$ cat src/rtl/wave_render_pkg.sv
// Shared types and constants for the waveform-to-pixel renderer.
package wave_render_pkg;

  localparam int LATENCY = 3;
  localparam int CH_MAX  = 4;

  typedef logic [$clog2(CH_MAX)-1:0] ch_idx_t;

  typedef enum logic {
    MODE_DOT  = 1'b0,
    MODE_LINE = 1'b1
  } mode_e;

endpackage

$ cat src/rtl/wave_pixel_render_if.sv
// Pixel-stream, sample-RAM read port and per-pixel result signals of the renderer.
interface wave_pixel_render_if #(
  parameter int CH  = 2,
  parameter int DW  = 12,
  parameter int AW  = 10,
  parameter int XYW = 11
);
  // pixel_de qualifies pixel_xpos/ypos every cycle and there is no back-pressure;
  // every ram_rd_en pulse is answered by ram_rd_data exactly one cycle later.
  logic [XYW-1:0]   pixel_xpos;
  logic [XYW-1:0]   pixel_ypos;
  logic             pixel_de;
  logic [CH-1:0]    ch_en;
  logic             line_mode;
  logic             ram_rd_en;
  logic [AW-1:0]    ram_rd_addr;
  logic [CH*DW-1:0] ram_rd_data;
  logic [CH-1:0]    pixel_flag;
  logic             pixel_hit;
  logic [1:0]       pixel_ch;
  logic             pixel_de_o;

  modport master (
    input  pixel_xpos, pixel_ypos, pixel_de, ch_en, line_mode, ram_rd_data,
    output ram_rd_en, ram_rd_addr, pixel_flag, pixel_hit, pixel_ch, pixel_de_o
  );

  modport slave (
    output pixel_xpos, pixel_ypos, pixel_de, ch_en, line_mode, ram_rd_data,
    input  ram_rd_en, ram_rd_addr, pixel_flag, pixel_hit, pixel_ch, pixel_de_o
  );
endinterface

$ cat src/rtl/wave_hit_cmp.sv
// Single-channel hit test: previous-sample register plus dot / connected-line compare.
module wave_hit_cmp
  import wave_render_pkg::*;
#(
  parameter int CW = 12
) (
  input  logic          clk,
  input  logic          rst_n,
  input  logic          win_i,
  input  logic          first_i,
  input  logic          en_i,
  input  mode_e         mode_i,
  input  logic          below_i,
  input  logic [CW-1:0] rel_y_i,
  input  logic [CW-1:0] cur_i,
  output logic          hit_o
);

  logic [CW-1:0] prev_q;
  logic          prev_vld_q;
  logic [CW-1:0] prev_eff;
  logic [CW-1:0] lo;
  logic [CW-1:0] hi;
  logic          in_rng;

  // A segment never starts from a column left of the window or from before a gap.
  always_comb begin
    prev_eff = (first_i || !prev_vld_q) ? cur_i : prev_q;
    lo       = (prev_eff < cur_i) ? prev_eff : cur_i;
    hi       = (prev_eff < cur_i) ? cur_i : prev_eff;
    if (mode_i == MODE_LINE) begin
      in_rng = (rel_y_i >= lo) && (rel_y_i <= hi);
    end else begin
      in_rng = (rel_y_i == cur_i);
    end
    hit_o = win_i & en_i & ~below_i & in_rng;
  end

  always_ff @(posedge clk or negedge rst_n) begin
    if (!rst_n) begin
      prev_q     <= '0;
      prev_vld_q <= 1'b0;
    end else begin
      prev_vld_q <= win_i;
      if (win_i) begin
        prev_q <= cur_i;
      end
    end
  end

endmodule

$ cat src/rtl/wave_pixel_render.sv
// Renders stored waveform samples onto the pixel stream with a fixed 3-cycle latency.
module wave_pixel_render
  import wave_render_pkg::*;
#(
  parameter int CH    = 2,
  parameter int DW    = 12,
  parameter int AW    = 10,
  parameter int XYW   = 11,
  parameter int SHIFT = 3,
  parameter int X_ORG = 0,
  parameter int Y_ORG = 48
) (
  input logic clk,
  input logic rst_n,
  wave_pixel_render_if.master bus
);

  localparam int CW = (DW > XYW) ? DW : XYW;
  localparam int unsigned WIN = 1 << AW;

  logic [XYW:0]    xrel;
  logic            in_win;
  logic            first;
  logic [AW-1:0]   rd_addr_d;
  logic            rd_en_q;
  logic [AW-1:0]   rd_addr_q;
  logic [XYW-1:0]  y0_q, y1_q;
  logic            first0_q, first1_q;
  logic            de0_q, de1_q, win1_q;
  logic [CW:0]     yrel;
  logic            below;
  logic [CW-1:0]   rel_y;
  mode_e           mode;
  logic [CH-1:0]   hit_d;
  ch_idx_t         ch_d;
  logic [CH-1:0]   flag_q;
  logic            hit_q;
  ch_idx_t         ch_q;
  logic            de_o_q;

  // The extra top bit catches xpos < X_ORG as a borrow, which then fails the range test.
  assign xrel   = {1'b0, bus.pixel_xpos} - (XYW+1)'(X_ORG);
  assign in_win = bus.pixel_de & (xrel < (XYW+1)'(WIN));
  assign first  = (bus.pixel_xpos == XYW'(X_ORG));

  always_comb begin
    rd_addr_d = rd_addr_q;
    if (in_win) begin
      rd_addr_d = xrel[AW-1:0];
    end
  end

  assign yrel  = {1'b0, CW'(y1_q)} - (CW+1)'(Y_ORG);
  assign below = yrel[CW];
  assign rel_y = yrel[CW-1:0];
  assign mode  = mode_e'(bus.line_mode);

  for (genvar k = 0; k < CH; k++) begin : g_ch
    logic [CW-1:0] cur;
    assign cur = CW'(bus.ram_rd_data[k*DW +: DW] >> SHIFT);

    wave_hit_cmp #(.CW(CW)) u_cmp (
      .clk     (clk),
      .rst_n   (rst_n),
      .win_i   (win1_q),
      .first_i (first1_q),
      .en_i    (bus.ch_en[k]),
      .mode_i  (mode),
      .below_i (below),
      .rel_y_i (rel_y),
      .cur_i   (cur),
      .hit_o   (hit_d[k])
    );
  end

  // Scanning downward lets the lowest-index hit overwrite the others.
  always_comb begin
    ch_d = '0;
    for (int k = CH - 1; k >= 0; k--) begin
      if (hit_d[k]) begin
        ch_d = ch_idx_t'(k);
      end
    end
  end

  always_ff @(posedge clk or negedge rst_n) begin
    if (!rst_n) begin
      rd_en_q   <= 1'b0;
      rd_addr_q <= '0;
      y0_q      <= '0;
      first0_q  <= 1'b0;
      de0_q     <= 1'b0;
      y1_q      <= '0;
      first1_q  <= 1'b0;
      de1_q     <= 1'b0;
      win1_q    <= 1'b0;
      flag_q    <= '0;
      hit_q     <= 1'b0;
      ch_q      <= '0;
      de_o_q    <= 1'b0;
    end else begin
      rd_en_q   <= in_win;
      rd_addr_q <= rd_addr_d;
      y0_q      <= bus.pixel_ypos;
      first0_q  <= first;
      de0_q     <= bus.pixel_de;
      y1_q      <= y0_q;
      first1_q  <= first0_q;
      de1_q     <= de0_q;
      win1_q    <= rd_en_q;
      flag_q    <= hit_d;
      hit_q     <= |hit_d;
      ch_q      <= ch_d;
      de_o_q    <= de1_q;
    end
  end

  assign bus.ram_rd_en   = rd_en_q;
  assign bus.ram_rd_addr = rd_addr_q;
  assign bus.pixel_flag  = flag_q;
  assign bus.pixel_hit   = hit_q;
  assign bus.pixel_ch    = ch_q;
  assign bus.pixel_de_o  = de_o_q;

endmodule

$ cat src/flat_wrapper.sv
// flat-port wrapper written by rule: the top's interface ports become plain ports
module wave_pixel_render_flat import wave_render_pkg::*;
#(
  parameter int CH    = 2,
  parameter int DW    = 12,
  parameter int AW    = 10,
  parameter int XYW   = 11,
  parameter int SHIFT = 3,
  parameter int X_ORG = 0,
  parameter int Y_ORG = 48
)
  (clk, rst_n, bus_pixel_xpos, bus_pixel_ypos, bus_pixel_de, bus_ch_en, bus_line_mode, bus_ram_rd_data, bus_ram_rd_en, bus_ram_rd_addr, bus_pixel_flag, bus_pixel_hit, bus_pixel_ch, bus_pixel_de_o);
  wave_pixel_render_if #(.CH(CH), .DW(DW), .AW(AW), .XYW(XYW)) bus_i ();
  input logic clk;
  input logic rst_n;
  input wire logic [$bits(bus_i.pixel_xpos)-1:0] bus_pixel_xpos;
  input wire logic [$bits(bus_i.pixel_ypos)-1:0] bus_pixel_ypos;
  input wire logic [$bits(bus_i.pixel_de)-1:0] bus_pixel_de;
  input wire logic [$bits(bus_i.ch_en)-1:0] bus_ch_en;
  input wire logic [$bits(bus_i.line_mode)-1:0] bus_line_mode;
  input wire logic [$bits(bus_i.ram_rd_data)-1:0] bus_ram_rd_data;
  output wire logic [$bits(bus_i.ram_rd_en)-1:0] bus_ram_rd_en;
  output wire logic [$bits(bus_i.ram_rd_addr)-1:0] bus_ram_rd_addr;
  output wire logic [$bits(bus_i.pixel_flag)-1:0] bus_pixel_flag;
  output wire logic [$bits(bus_i.pixel_hit)-1:0] bus_pixel_hit;
  output wire logic [$bits(bus_i.pixel_ch)-1:0] bus_pixel_ch;
  output wire logic [$bits(bus_i.pixel_de_o)-1:0] bus_pixel_de_o;
  assign bus_i.pixel_xpos = bus_pixel_xpos;
  assign bus_i.pixel_ypos = bus_pixel_ypos;
  assign bus_i.pixel_de = bus_pixel_de;
  assign bus_i.ch_en = bus_ch_en;
  assign bus_i.line_mode = bus_line_mode;
  assign bus_i.ram_rd_data = bus_ram_rd_data;
  assign bus_ram_rd_en = bus_i.ram_rd_en;
  assign bus_ram_rd_addr = bus_i.ram_rd_addr;
  assign bus_pixel_flag = bus_i.pixel_flag;
  assign bus_pixel_hit = bus_i.pixel_hit;
  assign bus_pixel_ch = bus_i.pixel_ch;
  assign bus_pixel_de_o = bus_i.pixel_de_o;
  wave_pixel_render #(.CH(CH), .DW(DW), .AW(AW), .XYW(XYW), .SHIFT(SHIFT), .X_ORG(X_ORG), .Y_ORG(Y_ORG)) u_core (.clk(clk), .rst_n(rst_n), .bus(bus_i));
endmodule
$ cat config.mk
export PLATFORM = sky130hd
export DESIGN_NAME = wave_pixel_render_flat
export DESIGN_NICKNAME = d
export VERILOG_FILES = /design/src/rtl/wave_render_pkg.sv /design/src/rtl/wave_pixel_render_if.sv /design/src/rtl/wave_hit_cmp.sv /design/src/rtl/wave_pixel_render.sv /design/src/flat_wrapper.sv
export SDC_FILE = /design/constraint.sdc
export NUM_CORES = 1
export LEC_CHECK = 0
export CAP_MARGIN = 30
export CELL_PAD_IN_SITES_DETAIL_PLACEMENT = 0
export CELL_PAD_IN_SITES_GLOBAL_PLACEMENT = 1
export CORE_MARGIN = 3
export CORE_UTILIZATION = 45
export DETAILED_ROUTE_END_ITERATION = 6
export DONT_BUFFER_PORTS = 1
export PLACE_DENSITY_LB_ADDON = 0.1
export SLEW_MARGIN = 25
export SYNTH_ARGS = -nofsm -noshare
export SYNTH_HDL_FRONTEND = slang
export SYNTH_HIERARCHICAL = 1
export SYNTH_SLANG_ARGS = --single-unit
$ cat constraint.sdc
create_clock -name clk -period 10.63 [get_ports clk]
set_clock_uncertainty 0.15 [all_clocks]
set_input_delay 2.126 -clock clk [delete_from_list [all_inputs] [get_ports clk]]
set_output_delay 2.126 -clock clk [all_outputs]
set_load 0.05 [all_outputs]
Yosys cells after proc, flatten, opt, wreduce, memory -nomap -nowiden

Index checks and enable logic that the tools add are counted.

Add/sub/neg operators: 1
$lt $le $gt $ge: 7
Equal/unequal tests: 2
Muxes and demuxes: 10
Bitwise operators: 8
Reductions and logical operators: 6

Operators with widths:

| operator                                                              | count |
|---|---|
| 9-bit 2-to-1 mux                                                      | 6 |
| 12-bit by 9-bit equality test with 1-bit output                       | 2 |
| 12-bit by 9-bit greater-or-equal comparator with 1-bit output         | 2 |
| 12-bit by 9-bit <= comparator with 1-bit output                       | 2 |
| 9-bit < comparator                                                    | 2 |
| 11-bit by 6-bit subtractor with 12-bit output (second input constant) | 1 |
| 11-bit logical NOT                                                    | 1 |
| 11-bit < comparator (second input constant)                           | 1 |
| 1-bit AND                                                             | 7 |
| 1-bit 2-to-1 mux                                                      | 3 |
| 1-bit logical AND                                                     | 2 |
| 2-bit 2-to-1 mux                                                      | 1 |
| 2-bit OR reduction                                                    | 1 |
| 1-bit logical NOT                                                     | 1 |
| 1-bit logical OR                                                      | 1 |
| 1-bit inverter                                                        | 1 |

Bits in registers: 63
Input port bits: 52
Output and inout bits: 17
Word-level logic and storage cells: 50

Logic depth before layout (Yosys ltp)

Word-level depth: 11
Mapped depth: 18
Gate-level depth less buffers: 16

Hierarchy

Netlist, hierarchy kept.

Modules (own cells, without submodules):

| module            | instances | cells each | area each (um^2) | seq. area each (um^2) |
|---|---|---|---|---|
| wave_hit_cmp      | 2         | 200        | 1821.7           | 325.3 |
| wave_pixel_render | 1         | 77         | 1362.6           | 1076.0 |

Least setup slack after synthesis

OpenSTA, ideal clock, no wires.

Path type: input-to-reg
From: input port bus_ram_rd_data[17]
To: register u_core.hit_q (netlist: u_core/bus.pixel_hit)
Library setup time: 0.127 ns
Arrival: 4.871 ns
Data required time: 10.353 ns
Path slack: 5.482 ns
Cell stages on the path: 16
Buffers on the path: 1
Cell sequence: inv_1 -> o21ai_1 -> ha_1 -> a211oi_4 -> o21ai_2 -> a211oi_2 -> o21ai_2 -> buf_6 -> mux2i_1 -> ha_1 -> a211o_1 -> a31oi_1 -> o31ai_1 -> a21oi_1 -> nor4_1 -> or2_2

Word-level cells in the longest chain between the ends: 8
Elaborated cells between the ends (all ways): 11
Those cells by class: order compare (3); eq/ne (1); mux (4); bitwise (1); reduce/logical (2)

Ends and longest elaborated chain:

| item                                                                                                                             | RTL line                               | RTL |
|---|---|---|
| start, declared                                                                                                                  | flat_wrapper.sv:21                     | `input wire logic [$bits(bus_i.ram_rd_data)-1:0] bus_ram_rd_data;` |
| 9-bit 2-to-1 mux                                                                                                                 | wave_hit_cmp.sv:28                     | `prev_eff = (first_i \|\| !prev_vld_q) ? cur_i : prev_q;` |
| 9-bit < comparator                                                                                                               | wave_hit_cmp.sv:29, wave_hit_cmp.sv:30 |  |
| 9-bit 2-to-1 mux, on equally long branches                                                                                       | wave_hit_cmp.sv:29, wave_hit_cmp.sv:30 |  |
| 12-bit by 9-bit greater-or-equal comparator with 1-bit output or 12-bit by 9-bit <= comparator with 1-bit output (tied branches) | wave_hit_cmp.sv:32                     | `in_rng = (rel_y_i >= lo) && (rel_y_i <= hi);` |
| 1-bit logical AND                                                                                                                | wave_hit_cmp.sv:32                     |  |
| 1-bit 2-to-1 mux *                                                                                                               | wave_hit_cmp.sv:31                     | `if (mode_i == MODE_LINE) begin` |
| 1-bit AND *                                                                                                                      | wave_hit_cmp.sv:36                     | `hit_o = win_i & en_i & ~below_i & in_rng;` |
| via u_core.hit_d[1]                                                                                                              | wave_pixel_render.sv:34                | `logic [CH-1:0] hit_d;` |
| 2-bit OR reduction *                                                                                                             | wave_pixel_render.sv:112               | `hit_q <= \|hit_d;` |
| end signal, assigned                                                                                                             | wave_pixel_render.sv:112               |  |
| end, declared                                                                                                                    | wave_pixel_render.sv:37                | `logic hit_q;` |

The timed path passes the listed nets; every way through them passes the cells marked *.
A chain may end at the register's enable or synchronous reset.

Worst setup path in the final report

From: input port bus_ram_rd_data[5]
To: register u_core.hit_q (netlist: u_core/bus.pixel_hit)

The elaborated chain is that of the path after synthesis.

==> flow_summary_export.csv <==
group,metric,value,unit
yosys,synthTopCellsByArea,"dfrtp_1 34%, ha_1 18%, mux2i_1 8.8%",
yosys,synth.avg_cell_area,10.5,um^2
worst_setup_path,worstPathBufferInverterCount,1,
cells_and_area,drive_above_1_share,0.132,
yosys,ys_ff_latch,69,
cts,clock_latency,0.36,ns
global_route,grt_util_all_layers,0.173,
timing,rsz0062_at_grt,"no",
cts,cts_root_buffer,"clkbuf_8",
place,pre_cts_ws,4.90,ns
worst_hold_path,hp-class,"reg2reg",
cells_and_area,seqCellArea,1730,um^2
route,drtPass1Iterations,4,
worst_setup_path,crit_end,"u_core/bus.pixel_hit",
floorplan,die_h,111,um
cells_and_area,num-fill-cells,992,
yosys,synth_area,5010,um^2
worst_setup_path,worstSetupStartpoint,"bus_ram_rd_data[5]",
route,via_per_inst,5.35,
global_route,antenna_found_initial,0,
pwr,powerDensity,142,nW/um^2
cells_and_area,area_growth,9.17,%
floorplan,num_io_pins,69,
timing,final-max-slew-violation-count,0,
worst_setup_path,crit_family,"compound AO/OA/AOI/OAI gates",
worst_setup_path,endpoint_kind,"register",
cells_and_area,final_common_cell,"ha_1",
cts,cts.sinks,69,
worst_setup_path,cp_max_fo,5,
timing,min_period_over_period,0.507,
route,drc_errors,0,
timing,period_minus_slack,5.39,ns
timing,worst_pin_slew,0.746,ns
cells_and_area,final_cell_mix,"71 x ha_1, 69 x dfrtp_1, 44 x mux2i_1",
worst_setup_path,crit_top_cell,"ha_1",
timing,fin_setup_tns,0,ns
cts,clk_path_buf_depth,2,
worst_setup_path,crit_arrival,5.54,ns
cts,numCtsBuffers,9,
cts,post-cts-setup-buffer-count,0,
yosys,yosysTopAreaCell,"dfrtp_1",
yosys,yosysWarningCount,6,
cts,clk_pin_slew_worst_paths,0.08,ns
run,drv_cap,0,
global_route,grt_pass1_vias,3513,
floorplan,coreArea,10600,um^2
cells_and_area,multi_input_area,3210,um^2
global_route,grt_max_degree,70,
cts,cts_max_level,3,
cells_and_area,fin_nets,634,
worst_setup_path,path_depth,14,
yosys,yosysSeqAreaShare,0.345,
place,dp.cells,636,
cts,hold_buffers,0,
worst_setup_path,path_cells,"inv_1 -> o21ai_1 -> ha_1 -> a211oi_4 -> o21ai_2 -> a2111oi_0 -> nor2_1 -> mux2_1 -> ha_1 -> nand4_1 -> o31ai_1 -> a31oi_1 -> nor4_1 -> or2_2",
floorplan,fp.dieW,111,um
timing,max_slew_margin,0.501,
pwr,ir_drop,0.116,mV
yosys,synth.distinct_cells,42,
timing,setup_violations,0,
place,gp_congestion,0.788,
yosys,synth_top_area_share,0.345,
status,status,"completed",
global_route,grt-ovfl-total,0,
route,post_drt_wl_per_cell,15.7,um
timing,hold_viol,0,
route,wirelength,10300,um
route,drt_iter0_drc,127,
floorplan,floorplan.initialDensity,0.474,
place,dpl.hpwl,8070,um
worst_setup_path,crit_path_top_delay_cell,"a2111oi_0",
floorplan,fp-row-count,37,
cts,cts.repair.resized,0,
cells_and_area,instances_no_fill,652,
global_route,grt_pass1_wl,17200,um
pwr,p_leak,0.00252,uW
cts,cts_tree,"done",
yosys,syn_inst,477,
route,vias,3491,
worst_setup_path,worst_setup_path_start_kind,"primary input",
worst_setup_path,crit_required,10.78,ns
worst_setup_path,r2r_slack,6.22,ns
worst_setup_path,worstSetupPathType,"in2reg",
worst_setup_path,max_stage_delay,0.56,ns
cells_and_area,diodes,0,
worst_setup_path,reg2reg_depth,16,
place,port-buffer-count,0,
timing,fmax,0.186,GHz
worst_setup_path,timing.rr.start,"u_core/first1_q",
route,postRouteAntennaNets,0,
timing,worst_slack,5.24,ns
floorplan,die_area,12400,um^2
worst_setup_path,r2r_end,"u_core/bus.pixel_hit",
## logic make-up (layout without fill, tap and decap cells)
logic type | Yosys count | after routing | synth area share
multiplexers | 82 | 82 | 0.173
adder cells (fa/ha/maj) | 71 | 71 | 0.177
AND/OR/NAND/NOR | 93 | 93 | 0.0970
AO/OA/AOI/OAI | 92 | 92 | 0.119
XOR/XNOR | 29 | 29 | 0.0507
buffers and inverters | 40 | 49 | 0.0370
other | 1 | 31 | 0.000749
flip-flops | 69 | 69 | 0.345
## final cells by class
class	count	share of cell area
Sequential cell	69	0.316
Inverter	28	0.0192
Timing Repair Buffer	5	0.00687
Multi-Input combinational cell	398	0.587
Clock buffer	12	0.0302
Tap cell	136	0.0311
Clock inverter	4	0.00984
## layer usage
layer	up-vias	GRT usage	wire, um
li1	1779	-	-
met1	1631	0.238	4960
met2	71	0.263	4580
met3	10	0.0467	564
met4	0	0.0592	142
met5	-	0	0
## worst min-delay path by stage
stage	from	to	slack, ns	cells after the start
2_1_floorplan	u_core/de1_q	u_core/bus.pixel_de_o	0.18	0
3_3_place_gp	u_core/de0_q	u_core/de1_q	0.18	0
3_5_place_dp	u_core/y0_q[1]	u_core/y1_q[1]	0.18	0
4_1_cts	u_core/y0_q[3]	u_core/y1_q[3]	0.20	0
6_report	u_core/first0_q	u_core/first1_q	0.20	0
5_1_grt	u_core/y0_q[0]	u_core/y1_q[0]	0.21	0
## stage by stage
stage / area, um^2 / hold slack [ns] / util / power [uW]
after global routing: 5470 / 0.214 / 0.518 / 834
final: 5470 / 0.199 / 0.518 / 778
after global placement: 5250 / 0.183 / 0.497 / 544
after floorplan: 5120 / 0.181 / - / 511
after detailed placement: 5250 / 0.185 / 0.497 / 551
after CTS: 5470 / 0.198 / 0.518 / 789
## state kept, by name, indices dropped and copies added (netlist names), 2 cells and up
signal,flops
u_core/bus.pixel_flag,2
u_core/y0_q,11
u_core/g_ch.u_cmp/prev_vld_q,2
u_core/bus.ram_rd_addr,10
u_core/y1_q,11
u_core/g_ch.u_cmp/prev_q,24
## power by group
part / total (uW) / internal, uW / switching, uW
sequential: 327 / 287 / 39.4
clock: 232 / 128 / 104
combinational: 219 / 102 / 117
total: 778 / 517 / 260
## synthesized netlist by cell type, drive strengths merged
master,count
a211oi,6
o21ai,34
o211ai,6
clkbuf,4
a211o,4
xnor2,1
xor2,28
or2,1
o21a,4
nor3b,1
buf,8
inv,28
nor3,2
ha,71
nand2b,5
mux2,38
nor4,11
or3,1
conb,1
nand4,12
nand3b,2
nor2b,5
nor2,12
mux2i,44
a2111oi,2
and4bb,2
a21oi,26
o31ai,4
a31oi,6
nand3,2
dfrtp,69
nand2,37
Note: power is estimated with default switching activity, not from simulation.
